### src/rtl/battleship_input_cond_pkg.sv
// Shared types and constants for the battleship board-input front end.
package battleship_input_cond_pkg;

  localparam int SYNC_STAGES_DEF = 2;
  localparam int DB_CYCLES_DEF   = 3;
  localparam int CLK_HZ          = 50;

  typedef enum logic [1:0] {
    IDLE       = 2'd0,
    PRESS_DB   = 2'd1,
    PRESSED    = 2'd2,
    RELEASE_DB = 2'd3
  } btn_state_e;

endpackage

### src/rtl/btn_debounce.sv
// Synchronizes and debounces one button, emitting a single-cycle pulse per accepted press.
// Latency: SYNC_STAGES+DB_CYCLES+1 edges from raw rise to pulse; no backpressure.
module btn_debounce
  import battleship_input_cond_pkg::*;
#(
  parameter int SYNC_STAGES = SYNC_STAGES_DEF,
  parameter int DB_CYCLES   = DB_CYCLES_DEF
) (
  input  logic clk,
  input  logic rst,
  input  logic raw,
  output logic pulse,
  output logic press_db
);

  localparam int CW = $clog2(DB_CYCLES) + 1;
  localparam logic [CW-1:0] CNT_LAST = CW'(DB_CYCLES - 1);

  logic [SYNC_STAGES-1:0] sync_q;
  logic                   s;
  btn_state_e             state_q, state_d;
  logic [CW-1:0]          cnt_q, cnt_d;
  logic                   pulse_d;

  assign s        = sync_q[SYNC_STAGES-1];
  assign press_db = (state_q == PRESS_DB);

  always_ff @(posedge clk or negedge rst) begin
    if (!rst) begin
      sync_q  <= '0;
      state_q <= IDLE;
      cnt_q   <= '0;
      pulse   <= 1'b0;
    end else begin
      sync_q  <= {sync_q[SYNC_STAGES-2:0], raw};
      state_q <= state_d;
      cnt_q   <= cnt_d;
      pulse   <= pulse_d;
    end
  end

  // A bounce back to the accepted level restarts the wait without re-pulsing.
  always_comb begin
    state_d = state_q;
    cnt_d   = cnt_q;
    pulse_d = 1'b0;
    case (state_q)
      IDLE: begin
        if (s) begin
          state_d = PRESS_DB;
          cnt_d   = '0;
        end
      end
      PRESS_DB: begin
        if (!s) begin
          state_d = IDLE;
        end else if (cnt_q == CNT_LAST) begin
          state_d = PRESSED;
          pulse_d = 1'b1;
        end else begin
          cnt_d = cnt_q + CW'(1);
        end
      end
      PRESSED: begin
        if (!s) begin
          state_d = RELEASE_DB;
          cnt_d   = '0;
        end
      end
      RELEASE_DB: begin
        if (s) begin
          state_d = PRESSED;
        end else if (cnt_q == CNT_LAST) begin
          state_d = IDLE;
        end else begin
          cnt_d = cnt_q + CW'(1);
        end
      end
      default: state_d = IDLE;
    endcase
  end

endmodule

### src/rtl/battleship_input_cond.sv
// Conditions raw buttons/switches into press pulses plus a coordinate held stable across each press.
// Latency: pulse SYNC_STAGES+DB_CYCLES+1 edges after press; X/Y track switches with SYNC_STAGES+1; no backpressure.
module battleship_input_cond
  import battleship_input_cond_pkg::*;
#(
  parameter int SYNC_STAGES = SYNC_STAGES_DEF,
  parameter int DB_CYCLES   = DB_CYCLES_DEF
) (
  input  logic       clk,
  input  logic       rst,
  input  logic       btnA_raw,
  input  logic       btnB_raw,
  input  logic [1:0] sw_x,
  input  logic [1:0] sw_y,
  output logic       pAb,
  output logic       pBb,
  output logic [1:0] X,
  output logic [1:0] Y
);

  logic [SYNC_STAGES-1:0][3:0] sw_sync_q;
  logic                        a_press_db, b_press_db;
  logic                        hold;

  btn_debounce #(.SYNC_STAGES(SYNC_STAGES), .DB_CYCLES(DB_CYCLES)) u_db_a (
    .clk      (clk),
    .rst      (rst),
    .raw      (btnA_raw),
    .pulse    (pAb),
    .press_db (a_press_db)
  );

  btn_debounce #(.SYNC_STAGES(SYNC_STAGES), .DB_CYCLES(DB_CYCLES)) u_db_b (
    .clk      (clk),
    .rst      (rst),
    .raw      (btnB_raw),
    .pulse    (pBb),
    .press_db (b_press_db)
  );

  // Freeze the coordinate from debounce start until the pulse has been seen.
  assign hold = a_press_db | b_press_db | pAb | pBb;

  always_ff @(posedge clk or negedge rst) begin
    if (!rst) begin
      sw_sync_q <= '0;
      X         <= '0;
      Y         <= '0;
    end else begin
      sw_sync_q <= {sw_sync_q[SYNC_STAGES-2:0], {sw_x, sw_y}};
      if (!hold) begin
        {X, Y} <= sw_sync_q[SYNC_STAGES-1];
      end
    end
  end

endmodule
### config.mk
export PLATFORM = sky130hd
export DESIGN_NAME = battleship_input_cond
export DESIGN_NICKNAME = d
export VERILOG_FILES = /design/src/rtl/battleship_input_cond_pkg.sv /design/src/rtl/btn_debounce.sv /design/src/rtl/battleship_input_cond.sv
export SDC_FILE = /design/constraint.sdc
export NUM_CORES = 1
export LEC_CHECK = 0
export ABC_AREA = 1
export BUFFER_PORTS_ARGS = -buffer_cell sky130_fd_sc_hd__buf_2
export CORE_MARGIN = 2
export CORE_UTILIZATION = 40
export DETAILED_ROUTE_END_ITERATION = 16
export PLACE_DENSITY = 0.64
export SYNTH_ARGS = -nofsm -noshare
export SYNTH_HDL_FRONTEND = slang
export SYNTH_SLANG_ARGS = --single-unit
### constraint.sdc
create_clock -name clk -period 3 [get_ports clk]
set_input_delay 0.3 -clock clk [delete_from_list [all_inputs] [get_ports clk]]
set_output_delay 0.3 -clock clk [all_outputs]
set_load 0.02 [all_outputs]
# Word level (Yosys, flattened, before mapping)
# Index checks and enable logic that the tools add are counted.
[word_totals]
ff_bits = 28
inputBits = 8
output_inout_bits = 6
elab_cells = 75
[op_classes]
n_addsub = 2
eq_ne = 20
mux = 32
n_bitwise = 3
reduce_logical = 6
[op_table]
columns = ["operator", "count"]
rows = [
  ["3-bit 2-to-1 mux", 10],
  ["2-bit 2-to-1 mux", 12],
  ["3-bit case mux with 4 select lines", 2],
  ["2-bit case mux with 4 select lines", 2],
  ["4-bit AND reduction", 4],
  ["2-bit equality test, second input constant", 4],
  ["2-bit by 1-bit != test with 1-bit output, second input constant", 4],
  ["2-bit != test, second input constant", 4],
  ["3-bit by 1-bit adder with 3-bit output, second input constant", 2],
  ["3-bit by 2-bit equality test with 1-bit output, second input constant", 2],
  ["1-bit 2-to-1 mux", 6],
  ["3-bit by 1-bit != test with 1-bit output, second input constant", 2],
  ["3-bit != test, second input constant", 2],
  ["2-bit by 1-bit equality test with 1-bit output, second input constant", 2],
  ["2-bit logical NOT", 2],
  ["1-bit bitwise OR", 3],
]

# Longest topological paths before layout
# Gate-level depths: netlist of run 1.
[logic_depth]
word_depth = 4
ltp_mapped = 8

# Cells and area by module
# From an unflattened synthesis of run 1, not the netlist that was laid out.
[unflattened]
cells_unflattened = 117
hier_area_um2 = 1132.3
[by_module_without_submodules]
columns = ["module", "n_inst", "cells_each", "area_per_inst_um2"]
rows = [
  ["btn_debounce", 2, 45, 381.6],
  ["battleship_input_cond", 1, 27, 369.1],
]

# Worst setup path after synthesis of run 1
# No wires, ideal clock.
[synth_timing]
path_kind = "register -> register"
startpoint = "register u_db_b.cnt_q[0]"
endpoint = "register u_db_b.cnt_q[2]"
t_arrival_ns = 0.993
path_slack_ns = 1.943
stages_incl_launch_ff = 9
path_buffers = 0
cell_sequence = "dfrtp_1 inv_1 ha_1 inv_1 nor2_1 nand2_2 nand2_2 nand2_1 nand2_1"
[synth_between]
elab_chain_len = 4
[synth_rtl]
columns = ["item", "line", "rtl"]
rows = [
  ["from (decl)", "btn_debounce.sv:22", "logic [CW-1:0] cnt_q, cnt_d;"],
  ["from (signal assigned)", "btn_debounce.sv:37", "cnt_q <= cnt_d;"],
  ["3-bit by 1-bit adder with 3-bit output / 3-bit by 2-bit equality test with 1-bit output (equally long branches)", "n/a", ""],
  ["3-bit 2-to-1 mux (*)", "btn_debounce.sv:57, btn_debounce.sv:73", ""],
  ["3-bit 2-to-1 mux (on tied branches)", "btn_debounce.sv:71, btn_debounce.sv:55", ""],
  ["3-bit case mux with 4 select lines (*)", "btn_debounce.sv:47", "case (state_q)"],
]
# Every way passes the cells marked *; elsewhere a longest branch is shown, timed or not. The select of a mux whose other input is x is not followed.
# A chain may end at the register's enable or synchronous reset.

# Worst setup path after layout of run 1
[layout_timing]
startpoint = "register Y[0]"
endpoint = "output Y[0]"
[layout_lines]
columns = ["item", "line", "rtl"]
rows = [
  ["from (decl)", "battleship_input_cond.sv:18", "output logic [1:0] Y"],
  ["from (signal assigned)", "battleship_input_cond.sv:52", "{X, Y} <= sw_sync_q[SYNC_STAGES-1];"],
]
# No word-level cell between the ends.

==> results of run 1 <==
-- routing by layer --
| metal | track usage [%] | wire length [um] |
|---|---|---|
| met1 | 13.6 | 679 |
| met3 | 4.88 | 66 |
| met4 | 4.08 | 17 |
| met5 | 0 | 0 |
| met2 | 20.6 | 788 |
-- state kept, by name, indices dropped and copies added (netlist names), named ones only --
name and cells:
sw_sync_q 8, u_db_b.sync_q 2, Y 2, u_db_a.pulse 1, u_db_a.sync_q 2, X 2, u_db_a.state_q 1, u_db_a.cnt_q 3
u_db_b.cnt_q 3, u_db_b.state_q 1, u_db_b.pulse 1
-- per-stage QoR --
stage	hold WS [ns]	cell area [um2]	utilization, %
floorplan	0.00441	1080	-
global placement	0.332	1180	46.7
detailed placement	0.335	1180	46.7
CTS	0.0549	1220	48.6
global route	0.0260	1220	48.6
finish	0.0776	1220	48.6
-- cells by family after synthesis --
family                     share of synthesized area, %
adders and majority gates                          4.65
buffers and inverters                              6.63
and+or+nand+nor                                    19.1
DFF                                                65.1
AOI/OAI and AO/OA                                  4.53
-- worst register-to-register path, cell delays in order (launching register included) --
cell and delay [ns]:
dfrtp_1 0.42, inv_1 0.08, ha_1 0.14, inv_1 0.03, nor2_1 0.14, nand2_2 0.10, nand2_2 0.10, nand2_1 0.05
nand2_1 0.06
-- synth_stat cells --
| library cell | instances | area (um2) |
|---|---|---|
| dfrtp_1 | 28 | 701 |
| ha_1 | 4 | 50.1 |
| inv_1 | 18 | 67.6 |
| inv_2 | 1 | 3.75 |
| nand2_1 | 26 | 97.6 |
| nand2_2 | 4 | 25.0 |
| nand2_4 | 1 | 11.3 |
| nand3_1 | 4 | 20.0 |
| nand3_4 | 1 | 17.5 |
| nand3b_1 | 1 | 7.51 |
| nor2_1 | 7 | 26.3 |
| o21ai_0 | 5 | 25.0 |
| o21ai_1 | 3 | 15.0 |
| o21ai_2 | 1 | 8.76 |
-- worst paths after layout --
kind / from / endpoint / slack (ns) / depth (start not counted)
max: Y[0] / Y[0] / 1.82 / 1
min: sw_x[1] / sw_sync_q[3] / 0.08 / 1
max reg2reg: u_db_b.cnt_q[0] / u_db_b.cnt_q[2] / 1.82 / 8
min reg2reg: u_db_b.sync_q[0] / u_db_b.sync_q[1] / 0.36 / 0
max in group asynchronous: rst / u_db_a.cnt_q[1] / 2.11 / 2
min in group asynchronous: rst / u_db_a.cnt_q[2] / 0.50 / 2
-- report_power, final --
part	switching [mW]	internal, mW
logic	0.213	0.120
registers	0.0652	0.468
clock network	0.0989	0.0742
-- cell type report --
type,count,area (um2)
fillers,243,1300
clock buffers,4,36.3
multi-input cells,57,304
inverters,19,71.3
well taps,30,37.5
repair buffers,14,75.1
flip-flops and latches,28,701
==> summary.md, run 1 <==
| Metric | Value |
|---|---|
| Crit Path Class | `reg -> out` |
| Number of antenna violations at the first check in global routing | `0` |
| Routed Antenna Nets | `0` |
| Root buf cell | `clkbuf_4` |
| Via/cell ratio | `between 4 and 5` |
| Avg Cell Area, Syn | `10.3 um2` |
| WL final | `about 1600 um` |
| Final-stage net count | `135` |
| # diodes | `0` |
| Cell Rows | `18` |
| Run status | `complete, no violations` |
| CTS sink count | `28` |
| Register bit count reported by yosys | `28` |
| Max IR drop VDD | `about 510 uV` |
| RSZ-0062 raised after global routing | `no` |
| Grt ovf | `0` |
| Slowest stage delay, CP | `between 0.4 and 0.5 ns` |
| CTS tree | `built` |
| Slowest CP cell | `dfrtp_1` |
| Vias | `~680` |
| Final TNS setup | `0 ns` |
| Die Span X | `~56 um` |
| Commonest non-fill, non-tap cell in the layout | `dfrtp_1` |
| Synth-to-Final Area Change | `13.8%` |
| Layout cells sized above 1 | `between 20 and 25%` |
| First-iteration detailed-routing DRC count | `32` |
| DRC viols | `0` |
| Initial Util | `a little over two fifths` |
| Worst Skew | `about 0.0026 ns` |
| GRT Overall Usage | `about an eighth` |
| Worst rel slew slack | `between 60% and 70%` |
| DP Cell Count | `roughly 150` |
| Final setup margin | `roughly 1.8 ns` |
| CTS clk-pin slew, worst paths | `between 0.1 and 0.15 ns` |
| CP Buf/Inv Count | `1` |
| GPL Wtd Cong | `roughly 0.76` |
| CTS Buf Count | `3` |
| First-pass GRT wire length | `between 2000 and 3000 um` |
| Post-Syn Area | `1080 um2` |
| 1st-pass router iterations | `4` |
| Min cycle time layout | `about 1.2 ns` |
| Dpl ws | `roughly 1.8 ns` |
| Most frequent cells in the layout | `dfrtp_1 (28), nand2_1 (26), inv_1 (18)` |
| Leakage power | `0.674 nW` |
| Cells along the critical path | `buf_2` |
| Final hold violation count | `0` |
| Final setup fails | `0` |
| IO buf count | `13` |
| Fin. max-slew vios | `0` |
| Dpl hpwl | `approximately 1200 um` |
| Die Ht | `~56 um` |
| Non-filler cells in the finished layout | `152` |
| Skew-Pair Late Insertion Delay | `approximately 0.31 ns` |
| # IOs | `14` |
| Worst Tran Pin Value | `approximately 0.6 ns` |
| DIE AREA | `between 3000 and 4000 um2` |
| Max Buffers Root-to-Sink | `2` |
| Post-CTS Setup Bufs | `0` |
| CTS Hold Buffers Added | `1` |
| Crit path DAT | `just under 0.9 ns` |
| Sequential share of the synthesized area | `between 60% and 70%` |
| Worst hold path class | `in -> reg` |
| Startpoint types | `flip-flop` |
| Crit path required time | `2.70 ns` |
| Core Region | `approximately 2500 um2` |
| Routed len/inst | `between 10 and 15 um` |
| Synth warn | `0` |
| PostCTS Resize Cnt | `0` |
| Setup crit end kind | `output port` |
| Vias in the first global route | `between 600 and 700` |
| Max cap viols | `0` |
| CP Max Fanout | `2` |
| Largest net degree at the start of global routing | `29` |
| Post-Syn Instances | `~100` |
| Final Power | `1.04 mW` |
| Power per cell area | `about 850 nW/um2` |
| Mapped Nets | `116` |
| Synth unique cells | `14` |
| Fmax | `844 MHz` |
| Cell class contributing the biggest share of worst-path delay | `flip-flops` |
| # H-tree levels | `1` |
| Final period utilization | `39.5%` |
No activity file was read; power rests on OpenSTA's default activity.
==> run 2, diff against run 1 <==
- PLACE_DENSITY: 0.64 -> 0.66
- clock period: 3 -> 1 ns (I/O delays scaled with it)
==> run 2 against run 1 <==
The run now ends with negative setup slack left; clock power rose to 3.0 times the previous value; non-clock buffer count grew 17; clock-buffer cell count stayed put; wire length up 15%; global-route usage up 0.27 points; power rose to 3.7 times the previous value; die area did not move; critical path depth grew 7; sequential cell count did not move; hold slack better by 0.11 ns; critical endpoint is now u_db_b.cnt_q[1]; highest routed layer unchanged.
==> summary.md, run 2 (synthesis results as in run 1) <==
| Metric | Value |
|---|---|
| Run status | `complete, but fails checks` |
| Failing checks | `negative setup slack` |
| CP Max Fanout | `4` |
| Worst Tran Pin Value | `0.305 ns` |
| Worst rel slew slack | `79.7%` |
| Power per cell area | `2530 nW/um2` |
| Grt ovf | `0` |
| Skew-Pair Late Insertion Delay | `around 0.32 ns` |
| CTS Buf Count | `3` |
| Commonest non-fill, non-tap cell in the layout | `dfrtp_1` |
| CTS clk-pin slew, worst paths | `0.14 ns` |
| Vias in the first global route | `737` |
| Die Span X | `55.9 um` |
| 1st-pass router iterations | `2` |
| DP Cell Count | `between 100 and 150` |
| Routed len/inst | `10.6 um` |
| Synth-to-Final Area Change | `40.7%` |
| Final setup fails | `11` |
| Multi-input logic area | `399 um2` |
| DRC viols | `0` |
| Max reg flops | `8` |
| CP Launch Point | `u_db_b.cnt_q[0]` |
| Max Buffers Root-to-Sink | `2` |
| Leakage power | `approximately 0.77 nW` |
| Max cap viols | `0` |
| CTS sink count | `28` |
| Final Power | `~3.8 mW` |
| Hold Slack | `approximately 0.19 ns` |
| RSZ-0062 raised after global routing | `yes` |
| Max IR drop VDD | `roughly 1600 uV` |
| Crit path DAT | `1.39 ns` |
| Dpl hpwl | `1180 um` |
| Routed Antenna Nets | `0` |
| Post-placement cell area | `between 1000 and 1500 um2` |
| WL final | `~1800 um` |
| Vias | `between 700 and 800` |
| GRT Overall Usage | `roughly an eighth` |
| Top Registers | `sw_sync_q x8, u_db_a.cnt_q x3, u_db_b.cnt_q x3` |
| GPL Wtd Cong | `roughly 0.76` |
| Worst hold path class | `in -> async` |
| DIE AREA | `3120 um2` |
| Final instance area | `approximately 1500 um2` |
| First-iteration detailed-routing DRC count | `15` |
| Reg-to-Reg Start | `u_db_b.cnt_q[0]` |
| First-pass GRT wire length | `about 3000 um` |
| Layout cells sized above 1 | `about two fifths` |
| # H-tree levels | `1` |
| Crit Path Class | `reg -> reg` |
| Largest net degree at the start of global routing | `17` |
| Met3 usage | `approximately 4.4%` |
| Fmax | `895 MHz` |
| Top Usage Layer GRT | `met2` |
| Crit path required time | `between 1 and 1.5 ns` |
| Min cycle time layout | `roughly 1.1 ns` |
| # IOs | `14` |
| Non-filler cells in the finished layout | `approximately 170` |
| Met1 usage | `a little over an eighth` |
| CTS tree | `built` |
| Fin. max-slew vios | `0` |
| Most frequent cells in the layout | `dfrtp_1 (27), nand2_1 (21), inv_1 (13)` |
| Met2 usage in global routing | `between 20% and 30%` |
| Filler cells | `between 150 and 200` |
| IO buf count | `13` |
| # diodes | `0` |
| Initial Util | `42.7%` |
| Setup crit end kind | `flip-flop` |
| Core Region | `roughly 2500 um2` |
| Die Ht | `~56 um` |
| Number of antenna violations at the first check in global routing | `0` |
| Startpoint types | `flip-flop` |
| Via/cell ratio | `about 4.5` |
| FF/Latch Area | `between 700 and 800 um2` |
| Root buf cell | `clkbuf_4` |
| Final-stage net count | `around 150` |
| Final setup margin | `-0.117 ns` |
| Final hold violation count | `0` |
| Cell Rows | `18` |
| Largest reg by FF count | `sw_sync_q` |
| Final period utilization | `112%` |
| Worst Skew | `around 0.0055 ns` |
==> run 2: metrics by stage <==
stage	util, %	setup WS [ns]	TNS [ns]
floorplan	-	-0.0225	-0.0898
global placement	47.9	-0.0741	-0.480
detailed placement	47.9	-0.147	-0.972
CTS	56.2	-0.123	-0.912
global route	60.0	-0.196	-1.73
finish	60.0	-0.117	-0.677
==> run 2: what timing repair did <==
| item | CTS | global route |
|---|---|---|
| pin swaps | 2 | 10 |
| resized for setup | 23 | 19 |
| hold endpoints to repair | 34 | 0 |
| setup endpoints to repair | 16 | 22 |
| hold buffers | 7 | 0 |
| buffers inserted | 6 | 4 |
==> run 2: layout make-up <==
class,instances,area share [%]
well taps,30,2.48
flip-flops and latches,28,46.4
inverters,19,4.71
repair buffers,31,17.7
multi-input cells,57,26.4
clock buffers,4,2.40
==> run 2: report_power, final <==
part           internal (mW)  switching [mW]
clock                  0.223           0.304
sequential              1.41           0.251
combinational          0.791           0.851
total                   2.42            1.41
==> run 2: worst paths after layout <==
path / slack, ns / to / depth (start not counted)
max reg2reg: -0.12 / u_db_b.cnt_q[1] / 8
min reg2reg: 0.36 / sw_sync_q[7] / 0
min in group clk: 0.36 / sw_sync_q[7] / 0
min: 0.19 / u_db_b.pulse / 2
max in group asynchronous: 0.43 / u_db_a.state_q[0] / 3
max: -0.12 / u_db_b.cnt_q[1] / 8
==> run 2: critical path, stage by stage (launching register included) <==
cell and delay, ns:
dfrtp_1 0.41, inv_2 0.08, ha_4 0.12, inv_2 0.04, nor2_4 0.13, nand2_4 0.08
nand2_4 0.09, nand2_1 0.05, nand2_1 0.06
==> run 2: per-layer routing <==
metal / vias up / part of all wire, %
li1: 385 / -
met1: 361 / 44
met2: 11 / 51
met3: 5 / 3.6
met4: 0 / 1.5
met5: - / 0
==> run 3, diff against run 2 <==
==> constraint.sdc (replaced) <==
create_clock -name clk -period 1 [get_ports clk]
set_input_delay 0.3 -clock clk [delete_from_list [all_inputs] [get_ports clk]]
set_output_delay 0.3 -clock clk [all_outputs]
set_load 0.02 [all_outputs]
==> run 3 against run 2 <==
The flow still finishes with violations (negative setup slack); clock skew grew 0.0049 ns; sequential cell count is the same; die area is the same; critical path type is now reg -> out; via count grew 0.39%; cell count shrank 3.0%; non-clock buffer count shrank 5; power grew 1.2%; highest routed layer unchanged.
==> summary.md, run 3 (synthesis results as in run 1) <==
| Metric | Value |
|---|---|
| Worst Tran Pin Value | `around 0.23 ns` |
| DP Cell Count | `148` |
| CTS tree | `built` |
| WL final | `1880 um` |
| CP Launch Point | `Y[1]` |
| Final Power | `between 3 and 4 mW` |
| Skew-Pair Late Insertion Delay | `about 0.32 ns` |
| Filler cells | `208` |
| Final-stage net count | `about 150` |
| Combinational power share | `between 40% and 50%` |
| Final setup margin | `-0.193 ns` |
| Slowest CP cell | `dfrtp_1` |
| Hold Slack | `0.0700 ns` |
| Die Span X | `roughly 56 um` |
| IO buf count | `13` |
| 1st-pass router iterations | `4` |
| Crit path required time | `0.70 ns` |
| CP Max Fanout | `2` |
| DIE AREA | `roughly 3100 um2` |
| Cells along the critical path | `buf_6` |
| Worst rel slew slack | `about 85%` |
| Root buf cell | `clkbuf_4` |
| Reg-to-Reg Start | `u_db_b.cnt_q[0]` |
| Fmax | `roughly 840 MHz` |
| Crit path DAT | `about 0.89 ns` |
| Min-Delay Startpoint | `btnA_raw` |
| GRT Overall Usage | `a little over an eighth` |
| CP Buf/Inv Count | `1` |
| Startpoint types | `flip-flop` |
| Multi-input logic area | `408 um2` |
| Final hold violation count | `0` |
| Core Region | `between 2000 and 3000 um2` |
| Synth-to-Final Area Change | `36.9%` |
| Vias | `~770` |
| Run status | `complete, but fails checks` |
| Worst Skew | `~0.010 ns` |
| Seq pwr share | `~44%` |
| Worst hold path class | `in -> reg` |
| # IOs | `14` |
| FF/Latch Area | `701 um2` |
| Fin. max-slew vios | `0` |
| Initial Util | `42.7%` |
| CTS Buf Count | `3` |
| Max reg flops | `8` |
| Min cycle time layout | `approximately 1.2 ns` |
| Max Buffers Root-to-Sink | `2` |
| Grt ovf | `0` |
| First-pass GRT wire length | `approximately 3100 um` |
| Commonest non-fill, non-tap cell in the layout | `dfrtp_1` |
| Clock Power Share | `between 10% and 20%` |
| Top Registers | `sw_sync_q x8, u_db_a.cnt_q x3, u_db_b.cnt_q x3` |
| First-iteration detailed-routing DRC count | `27` |
| DRC viols | `0` |
| Cell Rows | `18` |
| # H-tree levels | `1` |
| P_sw | `1.47 mW` |
| Via/cell ratio | `~4.7` |
| Leakage power | `between 0.7 and 0.8 nW` |
| Routed Antenna Nets | `0` |
| Power per cell area | `2630 nW/um2` |
| Die Ht | `roughly 56 um` |
| RSZ-0062 raised after global routing | `yes` |
| Final setup fails | `20` |
| CTS clk-pin slew, worst paths | `approximately 0.14 ns` |
| Sw Share | `between 30 and 40%` |
| Number of antenna violations at the first check in global routing | `0` |
| Dpl ws | `-0.171 ns` |
| # diodes | `0` |
| Cell-internal power | `around 2.4 mW` |
| Max IR drop VDD | `2080 uV` |
| Non-filler cells in the finished layout | `between 150 and 200` |
| Slowest stage delay, CP | `about 0.43 ns` |
| CTS sink count | `28` |
| Routed len/inst | `around 11 um` |
| GPL Wtd Cong | `roughly 0.77` |
| Dpl hpwl | `approximately 1100 um` |
| Vias in the first global route | `about 760` |
| Crit Path Class | `reg -> out` |
| Layout cells sized above 1 | `47.0%` |
| Largest reg by FF count | `sw_sync_q` |
| Most frequent cells in the layout | `dfrtp_1 (28), nand2_1 (17), inv_1 (11)` |
| Cell class contributing the biggest share of worst-path delay | `flip-flops` |
| Max cap viols | `0` |
| Final period utilization | `119%` |
| Failing checks | `negative setup slack` |
| Setup crit end kind | `output port` |
| Largest net degree at the start of global routing | `29` |
run 3: cell count changes in the layout (fill, tap and decap cells not counted), moves of 2 or more:
cell and change:
dlygate4sd3_1 -6, inv_1 -2, inv_2 +2, nand2_1 -4
nand2_2 +4, o21ai_1 +2
run 3: power by group through the flow:
stage | registers (mW) | logic [mW] | clock network [mW]
finish | 1.69 | 1.66 | 0.526
global route | 1.72 | 1.83 | 0.609
global placement | 1.61 | 1.01 | 0
floorplan | 1.69 | 0.679 | 0
detailed placement | 1.63 | 1.05 | 0
CTS | 1.64 | 1.47 | 0.552
run 3: final cells by class:
| class | instances | area share, % |
|---|---|---|
| multi-input combinational | 57 | 27.7 |
| tap | 30 | 2.55 |
| inverter | 19 | 4.84 |
| sequential | 28 | 47.6 |
| timing repair buffer | 26 | 14.9 |
| clock buffer | 4 | 2.46 |
run 3: worst paths after layout:
| kind | to | slack, ns | cells after the start |
|---|---|---|---|
| min in group asynchronous | async pin | 0.43 | 3 |
| max in group asynchronous | X[0] | 0.41 | 3 |
| worst max register to register | u_db_b.cnt_q[2] | -0.17 | 8 |
| worst max-delay path | Y[1] | -0.19 | 1 |
| worst min register to register | sw_sync_q[4] | 0.37 | 0 |
| worst min-delay path | u_db_a.sync_q[0] | 0.07 | 1 |
run 3: stage by stage:
step	TNS, ns	utilization (%)	area, um2
floorplan	-0.0898	-	1090
global placement	-0.475	47.9	1210
detailed placement	-1.01	47.9	1210
CTS	-1.81	56.1	1410
global route	-3.36	58.4	1470
finish	-2.11	58.4	1470
run 3: repair_timing:
item / 4_1_cts / 5_1_grt
gates resized for setup: 33 / 16
endpoints found under the hold margin: 28 / 0
pin swaps: 7 / 7
gates cloned: 0 / 0
setup buffers: 9 / 2
setup endpoints to repair: 18 / 22
hold buffers: 1 / 0
run 3: layer usage:
metal	vias up	track usage (%)	share of wire (%)
li1	375	-	-
met1	363	14.1	40
met2	23	24.0	53
met3	4	4.42	4.4
met4	0	4.08	2.2
met5	-	0	0
